[src/rtl/cmt_pkg.sv]
// Shared definitions for the multi-lane difftest commit unit: record widths,
// trap constants and FSM encoding.
package cmt_pkg;

  localparam logic [6:0] TRAP_OPC_DEF  = 7'h6b;
  localparam logic [7:0] WDOG_CODE_DEF = 8'hff;

  localparam int PC_W    = 64;
  localparam int INST_W  = 32;
  localparam int DATA_W  = 64;
  localparam int WDEST_W = 8;
  localparam int CODE_W  = 8;
  localparam int CNT_W   = 64;

  typedef enum logic {
    ST_RUN  = 1'b0,
    ST_TRAP = 1'b1
  } cmt_state_e;

  // Index width for an n-entry lane vector, never narrower than one bit.
  function automatic int idx_w(input int n);
    return (n > 1) ? $clog2(n) : 1;
  endfunction

endpackage

[src/rtl/cmt_compact.sv]
// Combinational priority compactor: the j-th set input bit (from lane 0)
// selects output lane j. Also yields an exclusive prefix-OR of the input.
module cmt_compact
  import cmt_pkg::*;
#(
  parameter int N     = 2,
  parameter int SEL_W = idx_w(N)
) (
  input  logic [N-1:0]       i_valid,
  output logic [N*SEL_W-1:0] o_sel,
  output logic [N-1:0]       o_sel_vld,
  output logic [N-1:0]       o_prefix_excl
);

  localparam int RANK_W = $clog2(N + 1);

  logic [RANK_W-1:0] rank;
  logic              seen;

  // NOTE: every variable written here gets a default first, so no path can
  // leave a value unassigned and infer a latch.
  always_comb begin
    o_sel         = '0;
    o_sel_vld     = '0;
    o_prefix_excl = '0;
    rank          = '0;
    seen          = 1'b0;
    for (int i = 0; i < N; i++) begin
      o_prefix_excl[i] = seen;
      seen             = seen | i_valid[i];
      if (i_valid[i]) begin
        for (int j = 0; j < N; j++) begin
          if (rank == RANK_W'(j)) begin
            o_sel[j*SEL_W +: SEL_W] = SEL_W'(i);
            o_sel_vld[j]            = 1'b1;
          end
        end
        rank = rank + RANK_W'(1);
      end
    end
  end

endmodule

[src/rtl/cmt_multi.sv]
// Multi-lane difftest commit unit: trap-masks and compacts retiring lanes,
// keeps cycle/instr/skip counters and a watchdog; state updates on negedge.
module cmt_multi
  import cmt_pkg::*;
#(
  parameter int         NCMT      = 2,
  parameter int         RIDX_W    = 5,
  parameter int         TIMEOUT   = 4096,
  parameter logic [6:0] TRAP_OPC  = TRAP_OPC_DEF,
  parameter logic [7:0] WDOG_CODE = WDOG_CODE_DEF
) (
  input  logic                      clk,
  input  logic                      rst,
  input  logic [NCMT-1:0]           i_valid,
  input  logic [NCMT*PC_W-1:0]      i_pc,
  input  logic [NCMT*INST_W-1:0]    i_inst,
  input  logic [NCMT*RIDX_W-1:0]    i_rd,
  input  logic [NCMT-1:0]           i_rd_wen,
  input  logic [NCMT*DATA_W-1:0]    i_rd_wdata,
  input  logic [NCMT-1:0]           i_skip,
  input  logic [63:0]               i_a0,
  output logic [NCMT-1:0]           o_valid,
  output logic [NCMT*PC_W-1:0]      o_pc,
  output logic [NCMT*INST_W-1:0]    o_inst,
  output logic [NCMT-1:0]           o_wen,
  output logic [NCMT*WDEST_W-1:0]   o_wdest,
  output logic [NCMT*DATA_W-1:0]    o_wdata,
  output logic [NCMT-1:0]           o_skip,
  output logic                      o_trap,
  output logic [CODE_W-1:0]         o_trap_code,
  output logic [PC_W-1:0]           o_trap_pc,
  output logic [CNT_W-1:0]          o_cycle_cnt,
  output logic [CNT_W-1:0]          o_instr_cnt,
  output logic [CNT_W-1:0]          o_skip_cnt
);

  localparam int SEL_W  = idx_w(NCMT);
  localparam int IDLE_W = (TIMEOUT > 0) ? $clog2(TIMEOUT + 1) : 1;

  function automatic logic [CNT_W-1:0] popcnt(input logic [NCMT-1:0] v);
    logic [CNT_W-1:0] n;
    n = '0;
    for (int i = 0; i < NCMT; i++) n = n + CNT_W'(v[i]);
    return n;
  endfunction

  cmt_state_e               state_q, state_d;
  logic [NCMT-1:0]          valid_q, valid_d, wen_q, wen_d, skip_q, skip_d;
  logic [NCMT*PC_W-1:0]     pc_q, pc_d;
  logic [NCMT*INST_W-1:0]   inst_q, inst_d;
  logic [NCMT*WDEST_W-1:0]  wdest_q, wdest_d;
  logic [NCMT*DATA_W-1:0]   wdata_q, wdata_d;
  logic                     trap_q, trap_d;
  logic [CODE_W-1:0]        trap_code_q, trap_code_d;
  logic [PC_W-1:0]          trap_pc_q, trap_pc_d, last_pc_q, last_pc_d;
  logic [CNT_W-1:0]         cycle_q, cycle_d, instr_q, instr_d, skipc_q, skipc_d;
  logic [IDLE_W-1:0]        idle_q, idle_d, idle_inc;

  logic [NCMT-1:0]          trap_hit, trap_excl, trap_vld, eff_valid;
  logic [NCMT-1:0]          lane_vld, lane_excl;
  logic [NCMT*SEL_W-1:0]    trap_sel_all, lane_sel;
  logic [SEL_W-1:0]         trap_sel, src;
  logic                     unused_bits;

  always_comb begin
    for (int i = 0; i < NCMT; i++)
      trap_hit[i] = i_valid[i] && (i_inst[i*INST_W +: 7] == TRAP_OPC);
  end

  // The same compactor finds the oldest trap lane and masks everything younger.
  cmt_compact #(.N(NCMT), .SEL_W(SEL_W)) u_trap (
    .i_valid       (trap_hit),
    .o_sel         (trap_sel_all),
    .o_sel_vld     (trap_vld),
    .o_prefix_excl (trap_excl)
  );

  assign eff_valid = i_valid & ~trap_excl;
  assign trap_sel  = trap_sel_all[SEL_W-1:0];

  cmt_compact #(.N(NCMT), .SEL_W(SEL_W)) u_lane (
    .i_valid       (eff_valid),
    .o_sel         (lane_sel),
    .o_sel_vld     (lane_vld),
    .o_prefix_excl (lane_excl)
  );

  assign unused_bits = ^{trap_sel_all, trap_vld, lane_excl, i_a0[63:8]};
  assign idle_inc    = idle_q + IDLE_W'(1);

  always_comb begin
    state_d     = state_q;
    valid_d     = '0;
    pc_d        = '0;
    inst_d      = '0;
    wen_d       = '0;
    wdest_d     = '0;
    wdata_d     = '0;
    skip_d      = '0;
    trap_d      = trap_q;
    trap_code_d = trap_code_q;
    trap_pc_d   = trap_pc_q;
    last_pc_d   = last_pc_q;
    cycle_d     = cycle_q;
    instr_d     = instr_q;
    skipc_d     = skipc_q;
    idle_d      = idle_q;
    src         = '0;
    if (state_q == ST_RUN) begin
      for (int j = 0; j < NCMT; j++) begin
        if (lane_vld[j]) begin
          src                          = lane_sel[j*SEL_W +: SEL_W];
          valid_d[j]                   = 1'b1;
          pc_d[j*PC_W +: PC_W]         = i_pc[src*PC_W +: PC_W];
          inst_d[j*INST_W +: INST_W]   = i_inst[src*INST_W +: INST_W];
          wen_d[j]                     = i_rd_wen[src];
          wdest_d[j*WDEST_W +: WDEST_W] = WDEST_W'(i_rd[src*RIDX_W +: RIDX_W]);
          wdata_d[j*DATA_W +: DATA_W]  = i_rd_wdata[src*DATA_W +: DATA_W];
          skip_d[j]                    = i_skip[src];
          last_pc_d                    = i_pc[src*PC_W +: PC_W];
        end
      end
      cycle_d = cycle_q + CNT_W'(1);
      instr_d = instr_q + popcnt(eff_valid);
      skipc_d = skipc_q + popcnt(eff_valid & i_skip);
      if (TIMEOUT == 0 || |eff_valid) idle_d = '0;
      else                            idle_d = idle_inc;
      if (trap_hit != '0) begin
        trap_d      = 1'b1;
        trap_code_d = i_a0[CODE_W-1:0];
        trap_pc_d   = i_pc[trap_sel*PC_W +: PC_W];
        state_d     = ST_TRAP;
      end else if (TIMEOUT > 0 && eff_valid == '0 && idle_inc == IDLE_W'(TIMEOUT)) begin
        trap_d      = 1'b1;
        trap_code_d = WDOG_CODE;
        trap_pc_d   = last_pc_q;
        state_d     = ST_TRAP;
      end
    end
  end

  // NOTE: sequential state uses non-blocking assignments so every flop samples
  // the pre-edge value of every other flop, independent of statement order.
  always_ff @(negedge clk or posedge rst) begin
    if (rst) begin
      state_q     <= ST_RUN;
      valid_q     <= '0;
      pc_q        <= '0;
      inst_q      <= '0;
      wen_q       <= '0;
      wdest_q     <= '0;
      wdata_q     <= '0;
      skip_q      <= '0;
      trap_q      <= 1'b0;
      trap_code_q <= '0;
      trap_pc_q   <= '0;
      last_pc_q   <= '0;
      cycle_q     <= '0;
      instr_q     <= '0;
      skipc_q     <= '0;
      idle_q      <= '0;
    end else begin
      state_q     <= state_d;
      valid_q     <= valid_d;
      pc_q        <= pc_d;
      inst_q      <= inst_d;
      wen_q       <= wen_d;
      wdest_q     <= wdest_d;
      wdata_q     <= wdata_d;
      skip_q      <= skip_d;
      trap_q      <= trap_d;
      trap_code_q <= trap_code_d;
      trap_pc_q   <= trap_pc_d;
      last_pc_q   <= last_pc_d;
      cycle_q     <= cycle_d;
      instr_q     <= instr_d;
      skipc_q     <= skipc_d;
      idle_q      <= idle_d;
    end
  end

  assign o_valid     = valid_q;
  assign o_pc        = pc_q;
  assign o_inst      = inst_q;
  assign o_wen       = wen_q;
  assign o_wdest     = wdest_q;
  assign o_wdata     = wdata_q;
  assign o_skip      = skip_q;
  assign o_trap      = trap_q;
  assign o_trap_code = trap_code_q;
  assign o_trap_pc   = trap_pc_q;
  assign o_cycle_cnt = cycle_q;
  assign o_instr_cnt = instr_q;
  assign o_skip_cnt  = skipc_q;

endmodule

[config.mk]
export PLATFORM = sky130hd
export DESIGN_NAME = cmt_multi
export DESIGN_NICKNAME = d
export VERILOG_FILES = /design/src/rtl/cmt_pkg.sv /design/src/rtl/cmt_compact.sv /design/src/rtl/cmt_multi.sv
export SDC_FILE = /design/constraint.sdc
export NUM_CORES = 2
export LEC_CHECK = 0
export BUFFER_PORTS_ARGS = -buffer_cell sky130_fd_sc_hd__buf_2
export CAP_MARGIN = 15
export CORE_AREA = 2 2 389 391
export DETAILED_ROUTE_END_ITERATION = 16
export DIE_AREA = 0 0 391 393
export PLACE_DENSITY = 0.4
export SLEW_MARGIN = 10
export SYNTH_ARGS = -nofsm -noshare
export SYNTH_HDL_FRONTEND = slang
export SYNTH_SLANG_ARGS = --single-unit
[constraint.sdc]
create_clock -name clk -period 63.1 [get_ports clk]
set_input_delay 9.465 -clock clk [delete_from_list [all_inputs] [get_ports clk]]
set_output_delay 9.465 -clock clk [all_outputs]
set_load 0.03 [all_outputs]
# After elaboration in Yosys (flattened, before gate mapping)

Index checks and enable logic that the tools add are counted.

Mux-type cells: 51
Shift-type cells: 9
$mul: 2
Equal/unequal tests: 4
Reduce and logical (&&, ||, !) cells: 12
Add/sub/neg operators: 6
$lt $le $gt $ge: 2
Bitwise operators: 4

Operators by type and width:

| operator                | number |
|---|---|
| $shiftx A128 B8 Y64     | 5 |
| $mux W64                | 9 |
| $mux W128               | 2 |
| $add A64 B2 Y64         | 2 |
| $shiftx A64 B7 Y32      | 2 |
| $add A64 B1 Y64 const B | 1 |
| $mux W32                | 2 |
| $mux W1                 | 27 |
| $mux W13                | 2 |
| $shiftx A10 B5 Y5       | 2 |
| $mux W8                 | 2 |
| $eq A7 B7 Y1 const B    | 2 |
| $add A13 B1 Y13 const B | 1 |
| $eq A13 B13 Y1 const B  | 1 |
| $mux W2                 | 5 |
| $mux W5                 | 2 |
| $mul A1 B3 Y4 const B   | 2 |
| $logic_not A2 Y1        | 3 |
| $reduce_bool A2 Y1      | 3 |
| $add A1 B1 Y2           | 2 |
| $and A2 B2 Y2           | 2 |
| $lt A1 B2 Y1 const B    | 2 |
| $reduce_and A2 Y1       | 2 |
| $logic_and A1 B1 Y1     | 3 |
| 4 further kinds         | 4 |

Input bits: 402
Output and inout bits: 607
Logic and storage cells: 106
Register bits after elaboration: 685

# Longest topological paths before layout

Word-level depth: 12
Mapped depth: 16
Gate-level depth less buffers: 12

# By module

Synthesis repeated with hierarchy kept, for this count alone.

Cells, all modules: 2626
Area total of the unflattened synthesis: 29833.6 um2

By module, submodules not included:

| module      | times used | area an instance (um2) | seq. area each (um2) | cells an instance |
|---|---|---|---|---|
| cmt_multi   | 1          | 29736.0                | 16991.3              | 2612 |
| cmt_compact | 2          | 48.8                   | 0.0                  | 7 |

==> results <==
- The flow ran to the end, and the final reports show no timing, DRC or antenna violations.
- The via count of the first global-routing pass is ~23000.
- For this run, design rule violations remaining after detail routing come to 0.
- The post-route cell area is 37590 sq um.
- The number of setup violations in the final report is 0.
- The core region is roughly 150000 sq um.
- The critical path arrival is roughly 13 ns.
- At the pin with the least slew margin, the transition time is between 1 and 1.5 ns.
- The number of iterations in the first detailed-routing pass is 5.
- Entering global routing, the biggest net connects between 150 and 200 pins.
- The number of antenna violations at the first check in global routing is 27.
- The core utilization of the finished layout is 25.18%.
- Of all cell types, the one taking the most synthesized area is dfrtn_1.
- In this run the remaining antenna-violating nets after routing total 0.
- The die is between 300 and 400 microns wide.
- The post-cts hold buffer count is 0.
- The cell with the most instances after synthesis is dfrtn_1.
- Summed over all cells, the static leakage comes to 18.84 nW.
- The most used flip-flop cell after synthesis is dfrtn_1.
- The H-tree depth is 3.
- Across every metal layer, demand over resource in global routing totals about 15%.
- The part of the Yosys area used for sequential elements is between 60% and 70%.
- The capturing element type of the critical path is a flip-flop.
- The worst hold path stage count is 1.
- The final wirelength is around 110000 microns.
- Timing analysis after detailed placement gives a worst setup slack of roughly 18 ns.
- The vertical die dimension is 393 microns.
- The post-CTS setup-driven buffer insertion count is 0.
- Final hold analysis gives a worst-case slack of roughly 0.42 ns.
- Routability-driven placement finished with a final weighted congestion of roughly 0.9.
- Cells with a size suffix above 1 make up 33.75% of the layout.
- The I/O pin count is 1009.
- The yosys synthesis warning count is 0.
- The setup slack of the critical path after layout is approximately 19 ns.
- The initialized floorplan defines ~140 standard-cell rows.
- The area enclosed by the die boundary is 153700 sq um.
- The via density per instance is between 4 and 5.
- The total number of vias is approximately 22000.
- The post-placement cell count is 5215.
- The synthesized area is 27710 sq um.
- The first-pass GRT wire length is between 150000 and 200000 microns.
- The worst endpoint required time is approximately 32 ns.
- The final total negative setup slack is 0 ns.
- Counting flops with an async set or reset pin after synthesis yields a share of 100.0%.
- The instance count of the mapped netlist is around 2400.
- The final layout net count is 3766.
- The final max-slew violation count is 0.
- The synthesized design contains 0 enable-type register cells.
- The number of distinct library cells after synthesis is between 60 and 70.
- Gates resized during post-CTS repair numbered 0.
- The number of DRC markers after the initial detailed-route iteration is between 1000 and 1500.
- The logic depth of the worst register-to-register path is 5.
- Detailed placement finished with a half-perimeter wire length of between 80000 and 90000 microns.
- For this run the aggregate overflow at the end of global routing stands at 0.
- From synthesis to final layout, the design area changed by 35.65%.
- After synthesis, the cell types taking the most area are dfrtn_1 61%, xnor2_1 4.5%, and2_1 4.1%, nand2_1 3.9%, a22oi_1 2.7%.
- After the flow finishes, the layout carries non-filler instances totaling roughly 5400.
- The total power consumption of the routed design is around 1.3 mW.
- The worst supply voltage drop on vdd is 18.90 uV.
- The flop and latch count out of synthesis is 679.
- In this run, CTS created clock tree buffers numbering 85.
- The root buffer selected by CTS is clkbuf_16.
- Each instance of the synthesized netlist takes up on average between 10 and 15 sq um.
- By count the netlist is led by 679 x dfrtn_1, 289 x nand2_1, 180 x and2_1, 162 x nor2_1, 143 x xnor2_1.
- The initial core utilization is between 10% and 20%.
- Summing all placed instances gives a cell area of between 30000 and 40000 sq um.
- For this design the ratio of total power to cell area is 33.70 nW/um^2.
- The worst setup skew after layout is 0.01669 ns.
- The worst-case clock buffer depth is 3.
- The type of the most critical hold path is flip-flop to flip-flop.
- The TritonCTS clock tree is done.
- Of all nets on the critical path, the largest fanout is 17.
- The fraction of post-synthesis cell area in the top cell type by area is 61.32%.
- The count of final hold-check violations is 0.
- Dividing the detail-routed wire length by the instance count gives about 21 microns.
- Max-cap violations in this run came to 0.
- In this run the tightest slew margin relative to its limit is 23.72%.
- Setup repair after global routing left no endpoint under its margin.
- The worst setup path is launched from an input pin.
- Port buffering added between 900 and 1000 buffers.
- The register clock-pin slew on the reported worst setup and hold paths is ~0.04 ns.
- The number of clock sinks is 679.
- At the later pin of the worst-skew pair, clock insertion delay measures roughly 0.64 ns.
- By startpoint and endpoint, the worst setup path is classified as input pin to flip-flop.
registers in the layout, summed over array words and instances (netlist names), 64 cells and up:
name,flops
o_pc,128
o_trap_pc,64
o_inst,64
o_wdata,128
o_instr_cnt,64
o_cycle_cnt,64
o_skip_cnt,64
last_pc_q,64
metal layers:
metal	GRT usage (%)	wire, microns	part of all wire (%)
met5	0	190	0.17
met4	4.935	3075	2.7
met3	5.785	11110	9.7
met2	22.34	51730	45
met1	18.45	48590	42
logic make-up after synthesis:
group	after synthesis	synth area share [%]
compound gates	462	11.21
xor+xnor	190	6.033
fa+ha+maj	6	0.3251
buf+inv	178	2.628
flops	679	61.32
mux	71	2.587
other cells	1	0.01353
simple gates	860	15.88
worst max-delay path, stage by stage:
cell     delay [ns]
buf_4          0.20
nand4_1        0.17
nor2_4         0.14
nor2b_4        0.45
buf_4          0.41
fa_1           0.42
nand2_1        0.11
nor3_1         0.74
nand2_1        0.20
nor3_2         0.61
nand4_1        0.21
xnor2_1        0.18
final cells by class:
type                    instances  area [sq um]
clock inverters                30         394.1
clock buffers                 127          2547
multi-input cells            1595         10070
well taps                    1944          2432
diodes                         13         32.53
inverters                      19         78.83
flip-flops and latches        679         16990
fillers                     16100        111700
repair buffers                978          5035
cells in the final DEF, fill, tap and decap left out, types with 47 or more instances in the layout:
cell type,count
clkbuf_16,87
nor2_1,160
nand2_1,289
a221oi_1,64
dfrtn_1,679
nand3_1,58
xnor2_1,143
o21ai_0,138
a21oi_1,66
a22oi_1,101
nand4_1,47
and2_1,180
a2bb2oi_1,64
buf_2,945
mux2i_1,65
where the power goes:
group	internal, mW	switching (mW)
Clock	0.306	0.207
Sequential	0.486	0.0258
Combinational	0.0693	0.173
Total	0.861	0.406
final timing paths:
kind | start | endpoint | slack, ns
max in group asynchronous | rst | o_inst[9] | 18.78
min in group asynchronous | rst | o_instr_cnt[63] | 40.37
hold / removal | o_cycle_cnt[63] | o_cycle_cnt[63] | 0.42
setup reg to reg | state_q | last_pc_q[57] | 59.54
setup / recovery | i_valid[0] | o_instr_cnt[63] | 18.65
hold reg to reg | o_cycle_cnt[63] | o_cycle_cnt[63] | 0.42
No activity file was read; power rests on OpenSTA's default activity.
